`src/rtl/halton_seq_gen.sv`:
```
// halton_seq_gen: radix-inverse (Halton / van der Corput) point generator.
// The sequence index is held as DIGITS cascaded mod-BASE digit counters. Each
// enabled cycle emits the digit-reversed index, scaled to 0..BASE**DIGITS-1.
// Optional build macro: HALTON_SCRAMBLE_EN rotates digit i by (i+1) mod BASE
// before reversal, which gives a fixed-rotation scrambled sequence.
module halton_seq_gen #(
  parameter int BASE   = 5,
  parameter int DIGITS = 3,
  localparam int     LOGBASE  = $clog2(BASE),
  localparam longint PERIOD   = longint'(BASE) ** DIGITS,
  localparam int     SEQWIDTH = $clog2(PERIOD)
) (
  input  logic                        clk,
  input  logic                        rst,
  input  logic                        en,
  input  logic                        clr,
  input  logic                        load,
  input  logic [DIGITS*LOGBASE-1:0]   load_digits,
  output logic [SEQWIDTH-1:0]         out,
  output logic                        valid,
  output logic                        wrap
);

  localparam logic [LOGBASE-1:0] DMAX = LOGBASE'(BASE - 1);

  logic [DIGITS-1:0][LOGBASE-1:0]  dig_q;
  logic [DIGITS-1:0][LOGBASE-1:0]  dig_d;
  logic [DIGITS-1:0][LOGBASE-1:0]  eff_s;
  logic [DIGITS-1:0][SEQWIDTH-1:0] term_s;
  logic [SEQWIDTH-1:0]             rev_s;
  logic [SEQWIDTH-1:0]             out_q;
  logic [SEQWIDTH-1:0]             out_d;
  logic                            valid_q;
  logic                            valid_d;
  logic                            wrap_q;
  logic                            wrap_d;
  logic                            at_max_s;
  logic                            carry_s;

  // A loaded digit outside 0..BASE-1 saturates to the largest legal digit.
  function automatic logic [LOGBASE-1:0] clamp_digit(input logic [LOGBASE-1:0] raw);
    if ({1'b0, raw} >= (LOGBASE+1)'(BASE)) begin
      return DMAX;
    end else begin
      return raw;
    end
  endfunction

  // Per-digit effective value and its constant-weighted contribution.
  // Digit i lands at weight BASE**(DIGITS-1-i): that is the radix reversal.
  for (genvar g = 0; g < DIGITS; g++) begin : g_digit
    localparam logic [SEQWIDTH-1:0] WEIGHT = SEQWIDTH'(longint'(BASE) ** (DIGITS - 1 - g));
`ifdef HALTON_SCRAMBLE_EN
    // Both operands are below BASE, so one conditional subtract replaces mod.
    localparam logic [LOGBASE:0] ROT = (LOGBASE+1)'((g + 1) % BASE);
    logic [LOGBASE:0] rot_sum_s;
    assign rot_sum_s = {1'b0, dig_q[g]} + ROT;
    assign eff_s[g]  = (rot_sum_s >= (LOGBASE+1)'(BASE))
                       ? LOGBASE'(rot_sum_s - (LOGBASE+1)'(BASE))
                       : rot_sum_s[LOGBASE-1:0];
`else
    assign eff_s[g] = dig_q[g];
`endif
    assign term_s[g] = SEQWIDTH'(eff_s[g]) * WEIGHT;
  end

  // Sum the weighted digits; the total is at most P-1, so it fits SEQWIDTH.
  always_comb begin
    rev_s = '0;
    for (int i = 0; i < DIGITS; i++) begin
      rev_s = rev_s + term_s[i];
    end
  end

  // Index is at P-1 when every digit sits at BASE-1.
  always_comb begin
    at_max_s = 1'b1;
    for (int i = 0; i < DIGITS; i++) begin
      at_max_s = at_max_s & (dig_q[i] == DMAX);
    end
  end

  // Next-state: clr beats load beats en; the digit carry chain ripples from digit 0.
  always_comb begin
    dig_d   = dig_q;
    out_d   = out_q;
    valid_d = 1'b0;
    wrap_d  = 1'b0;
    carry_s = 1'b0;
    if (clr) begin
      dig_d = '0;
    end else if (load) begin
      for (int i = 0; i < DIGITS; i++) begin
        dig_d[i] = clamp_digit(load_digits[i*LOGBASE +: LOGBASE]);
      end
    end else if (en) begin
      out_d   = rev_s;
      valid_d = 1'b1;
      wrap_d  = at_max_s;
      carry_s = 1'b1;
      for (int i = 0; i < DIGITS; i++) begin
        if (carry_s) begin
          if (dig_q[i] == DMAX) begin
            dig_d[i] = '0;
          end else begin
            dig_d[i] = dig_q[i] + LOGBASE'(1);
            carry_s  = 1'b0;
          end
        end else begin
          dig_d[i] = dig_q[i];
        end
      end
    end else begin
      dig_d = dig_q;
    end
  end

  // State and output registers, cleared asynchronously by rst.
  always_ff @(posedge clk or posedge rst) begin
    if (rst) begin
      dig_q   <= '0;
      out_q   <= '0;
      valid_q <= 1'b0;
      wrap_q  <= 1'b0;
    end else begin
      dig_q   <= dig_d;
      out_q   <= out_d;
      valid_q <= valid_d;
      wrap_q  <= wrap_d;
    end
  end

  assign out   = out_q;
  assign valid = valid_q;
  assign wrap  = wrap_q;

endmodule

```
`config.mk`:
```
export PLATFORM = sky130hd
export DESIGN_NAME = halton_seq_gen
export DESIGN_NICKNAME = d
export VERILOG_FILES = /design/src/rtl/halton_seq_gen.sv
export SDC_FILE = /design/constraint.sdc
export NUM_CORES = 1
export LEC_CHECK = 0
export BUFFER_PORTS_ARGS = -buffer_cell sky130_fd_sc_hd__buf_2
export CAP_MARGIN = 40
export CORE_ASPECT_RATIO = 0.5
export CORE_MARGIN = 1
export CORE_UTILIZATION = 45
export CTS_CLUSTER_DIAMETER = 30
export DETAILED_ROUTE_END_ITERATION = 7
export PLACE_DENSITY_LB_ADDON = 0.2
export SYNTH_ARGS = -nofsm -noshare
export SYNTH_HDL_FRONTEND = slang
export SYNTH_SLANG_ARGS = --single-unit
```
`constraint.sdc`:
```
create_clock -name clk -period 4.2 [get_ports clk]
set_clock_uncertainty 0.1 [all_clocks]
set_input_delay 0.21 -clock clk [delete_from_list [all_inputs] [get_ports clk]]
set_output_delay 0.21 -clock clk [all_outputs]
set_load 0.005 [all_outputs]
```
==> summary.md <==
| Metric | Value |
|---|---|
| Clock tree from TritonCTS | yes |
| GRT Util Overall | 19.33% |
| Violation count after the first detailed-routing iteration | 35 |
| Kind of launch point of the worst setup path | flop |
| Post-Route Utilization | 54.29% |
| Data required time of the worst path | 4280 ps |
| Slowest Stage Delay on Critical Path | 490 ps |
| FFs w/ async S/R, synth | 100.0% |
| Share of power burned in the clock network | 28.0% |
| Number of nets in the finished design | 224 |
| TritonCTS buffer count | 3 |
| HPWL reported at the end of detailed placement | 2.257 mm |
| Filler cell count in the final layout | 277 |
| IO Count | 23 |
| Ys Warns | 0 |
| Combinational fraction of design power | 30.3% |
| Number of port buffers | 22 |
| Internal power contribution | 0.3541 mW |
| Critical Path Slowest Stage Cell | sky130_fd_sc_hd__fa_1 |
| Number of setup buffers added after CTS | 0 |
| Mapped Avg Cell Area | 9.240 um^2 |
| Endpoint type of the worst setup path | flop |
| Number of detailed-route iterations in the first pass | 4 |
| Largest net degree at the start of global routing | 19 |
| Number of endpoints failing setup at the final stage | 0 |
| DRC violations left | 0 |
| Worst skew pair latency | 260 ps |
| Net switching power | 0.1652 mW |
| Critical Path Fanout Max | 6 |
| Run status | finished clean |
| Antenna diode count | 0 |
| Number of cells in the finished layout apart from fillers | 219 |
| Synth area leader | sky130_fd_sc_hd__dfrtp_1 |
| Number of routed nets with antenna violations | 0 |
| Number of H-tree levels | 1 |
| Most instantiated cells after synthesis | 26 x sky130_fd_sc_hd__ha_1, 21 x sky130_fd_sc_hd__nand2_1, 20 x sky130_fd_sc_hd__inv_1, 18 x sky130_fd_sc_hd__dfrtp_1, 9 x sky130_fd_sc_hd__nor2_1 |
| Floorplan die height | 42.02 um |
| Slew margin rel. | 51.79% |
| Setup repair after global routing missed its margin | false |
| Final worst path period need | 3222 ps |
| Flops & latches, synth | 18 |
| Via count of the first global-routing pass | 1072 |
| Kind of critical path | reg -> reg |
| Post-CTS clock slew at the launch and capture registers of the worst setup and hold paths | 70 ps |
| Relative area change from synthesis to final layout | 14.15% |
| Congestion Overflow GR | 0 |
| Number of enable-type register cells in the synthesized netlist | 0 |
| Most repeated cell in the gate-level netlist after synthesis | sky130_fd_sc_hd__ha_1 |
| Least-Margin Pin Slew | 722.3 ps |
| Achievable Freq | 0.3104 GHz |
| Reported leakage power | 0.8644 nW |
| Number of library cell types mapped by synthesis | 39 |
| Count of mapped cells out of synthesis | 156 |
| Cells resized by post-CTS repair | 0 |
| Sequential share of the synthesized area | 31.25% |
| Worst path cell trace | ha_1, ha_1, ha_1, fa_1, ha_1, a21o_1, and4_4, or3_1, a31oi_1 |
| Vias per std cell | 5.247 |
| Number of vias in the routed layout | 1149 |
| Number of hold violations in the final report | 0 |
| Number of antenna violations at the first check in global routing | 0 |
| Cell occurring most often along the worst timing path | sky130_fd_sc_hd__ha_1 |
| Number of placement rows | 14 |
| Die Span X | 82.04 um |
| Commonest register cell after synthesis | sky130_fd_sc_hd__dfrtp_1 |
| Instance count after placement with tap cells included | 214 |
| Library cell used as clock root buffer | sky130_fd_sc_hd__clkbuf_8 |
| Switching power as a share of total power | 31.82% |
| WL/cell | 12.96 um |
| Global-route wire length before repair | 4.816 mm |
| Class of the most critical hold timing path | in -> reg |
| Fin Setup TNS | 0 ps |
| Top cells by area in the synthesized netlist | sky130_fd_sc_hd__dfrtp_1 31%, sky130_fd_sc_hd__ha_1 23%, sky130_fd_sc_hd__fa_1 5.6% |
| Core outline area | 3030 um^2 |
| Die area | 3447 um^2 |
| Maximum buffer depth of the clock tree | 2 |
| Detailed-route wire length | 2.839 mm |
| Worst ir drop on vdd | 0.1684 mV |
| PD cells | 315.6 nW/um^2 |
| Mapped Area | 1441 um^2 |
| Post-Syn Nets | 200 |
| Fraction of post-synthesis cell area in the top cell type by area | 31.25% |
| Initial core utilization | 47.56% |
| Sink Count | 18 |
| Data arrival time of the worst path | 3300 ps |
| Fin. max-slew vios | 0 |
| Part of the power in registers | 41.7% |
| Final critical-path share of the clock period | 76.70% |
| Share of final-layout standard cells stronger than drive strength 1 | 17.32% |
| Number of hold buffers added after CTS | 1 |
| Number of max-cap violations | 0 |
| Final estimated routing congestion in global placement | 0.8319 |
## per-stage QoR
stage,worst slack [ps],cell area [um^2],power (mW),hold slack (ps)
after global placement,1053,1580,0.3720,254.5
after CTS,983.4,1645,0.5287,126.0
final,978.4,1645,0.5193,143.6
after global routing,873.5,1645,0.5659,135.2
after floorplan,1133,1441,0.3250,48.57
after detailed placement,1011,1580,0.3768,260.9
## registers in the layout, indices dropped and copies added (netlist names)
name / count
out: 7
dig_q: 9
valid: 1
wrap: 1
## power groups by stage
stage | Combinational [mW] | Clock (mW) | Sequential, mW
3_3_place_gp | 0.153 | 0 | 0.219
5_1_grt | 0.185 | 0.160 | 0.221
6_report | 0.157 | 0.145 | 0.217
2_1_floorplan | 0.106 | 0 | 0.219
4_1_cts | 0.160 | 0.152 | 0.217
3_5_place_dp | 0.156 | 0 | 0.220
## cell families (layout without fill, tap and decap cells)
family | count (synthesis) | count (layout) | share of synthesized area, %
adder cells (fa/ha/maj) | 30 | 30 | 28.13
buffers and inverters | 24 | 47 | 6.683
AND/OR/NAND/NOR | 47 | 47 | 15.97
AO/OA/AOI/OAI | 33 | 33 | 15.54
XOR/XNOR | 4 | 4 | 2.431
flip-flops | 18 | 18 | 31.25
## layer usage
layer	track usage (%)	wire length [um]	vias up
met5	0	0	-
met2	28.43	1194	30
met4	7.368	25	0
met1	26.63	1483	522
li1	-	-	593
met3	5.870	135	4
## worst paths after layout
kind                                startpoint  slack (ps)  cells after the start       end
worst max-delay path                  dig_q[3]         980                      9    out[6]
worst min-delay path            load_digits[2]         140                      3  dig_q[1]
worst max register to register        dig_q[3]         980                      9    out[6]
worst min register to register          out[5]         370                      2    out[5]
max in group asynchronous                  rst        3040                      3    out[5]
min in group asynchronous                  rst         510                      3  dig_q[7]
## layout make-up
cell class / count / area [um^2] / area share (%)
clock buffers: 4 / 55.05 / 3.346
inverters: 20 / 75.07 / 4.563
multi-input cells: 114 / 894.6 / 54.37
flip-flops and latches: 18 / 450.4 / 27.38
well taps: 40 / 50.05 / 3.042
repair buffers: 23 / 120.1 / 7.300
## worst max-delay path, delay by kind of cell (launching register included)
family / cells / cell delay (ps)
compound gates: 2 / 360
fa+ha+maj: 5 / 1720
flops: 1 / 450
simple gates: 2 / 520
## layout by cell type (no fill, tap or decap), types with 2 or more instances in the layout
cell	count
sky130_fd_sc_hd__a211oi_1	2
sky130_fd_sc_hd__a21oi_1	8
sky130_fd_sc_hd__a31oi_1	3
sky130_fd_sc_hd__buf_2	22
sky130_fd_sc_hd__clkbuf_8	4
sky130_fd_sc_hd__dfrtp_1	18
sky130_fd_sc_hd__fa_1	4
sky130_fd_sc_hd__ha_1	26
sky130_fd_sc_hd__inv_1	20
sky130_fd_sc_hd__nand2_1	21
sky130_fd_sc_hd__nor2_1	9
sky130_fd_sc_hd__nor2b_1	6
sky130_fd_sc_hd__nor3_1	2
sky130_fd_sc_hd__nor4_1	2
sky130_fd_sc_hd__o21ai_0	5
sky130_fd_sc_hd__o31ai_1	3
sky130_fd_sc_hd__xnor2_1	2
sky130_fd_sc_hd__xor2_1	2
No activity file was read; power rests on OpenSTA's default activity.
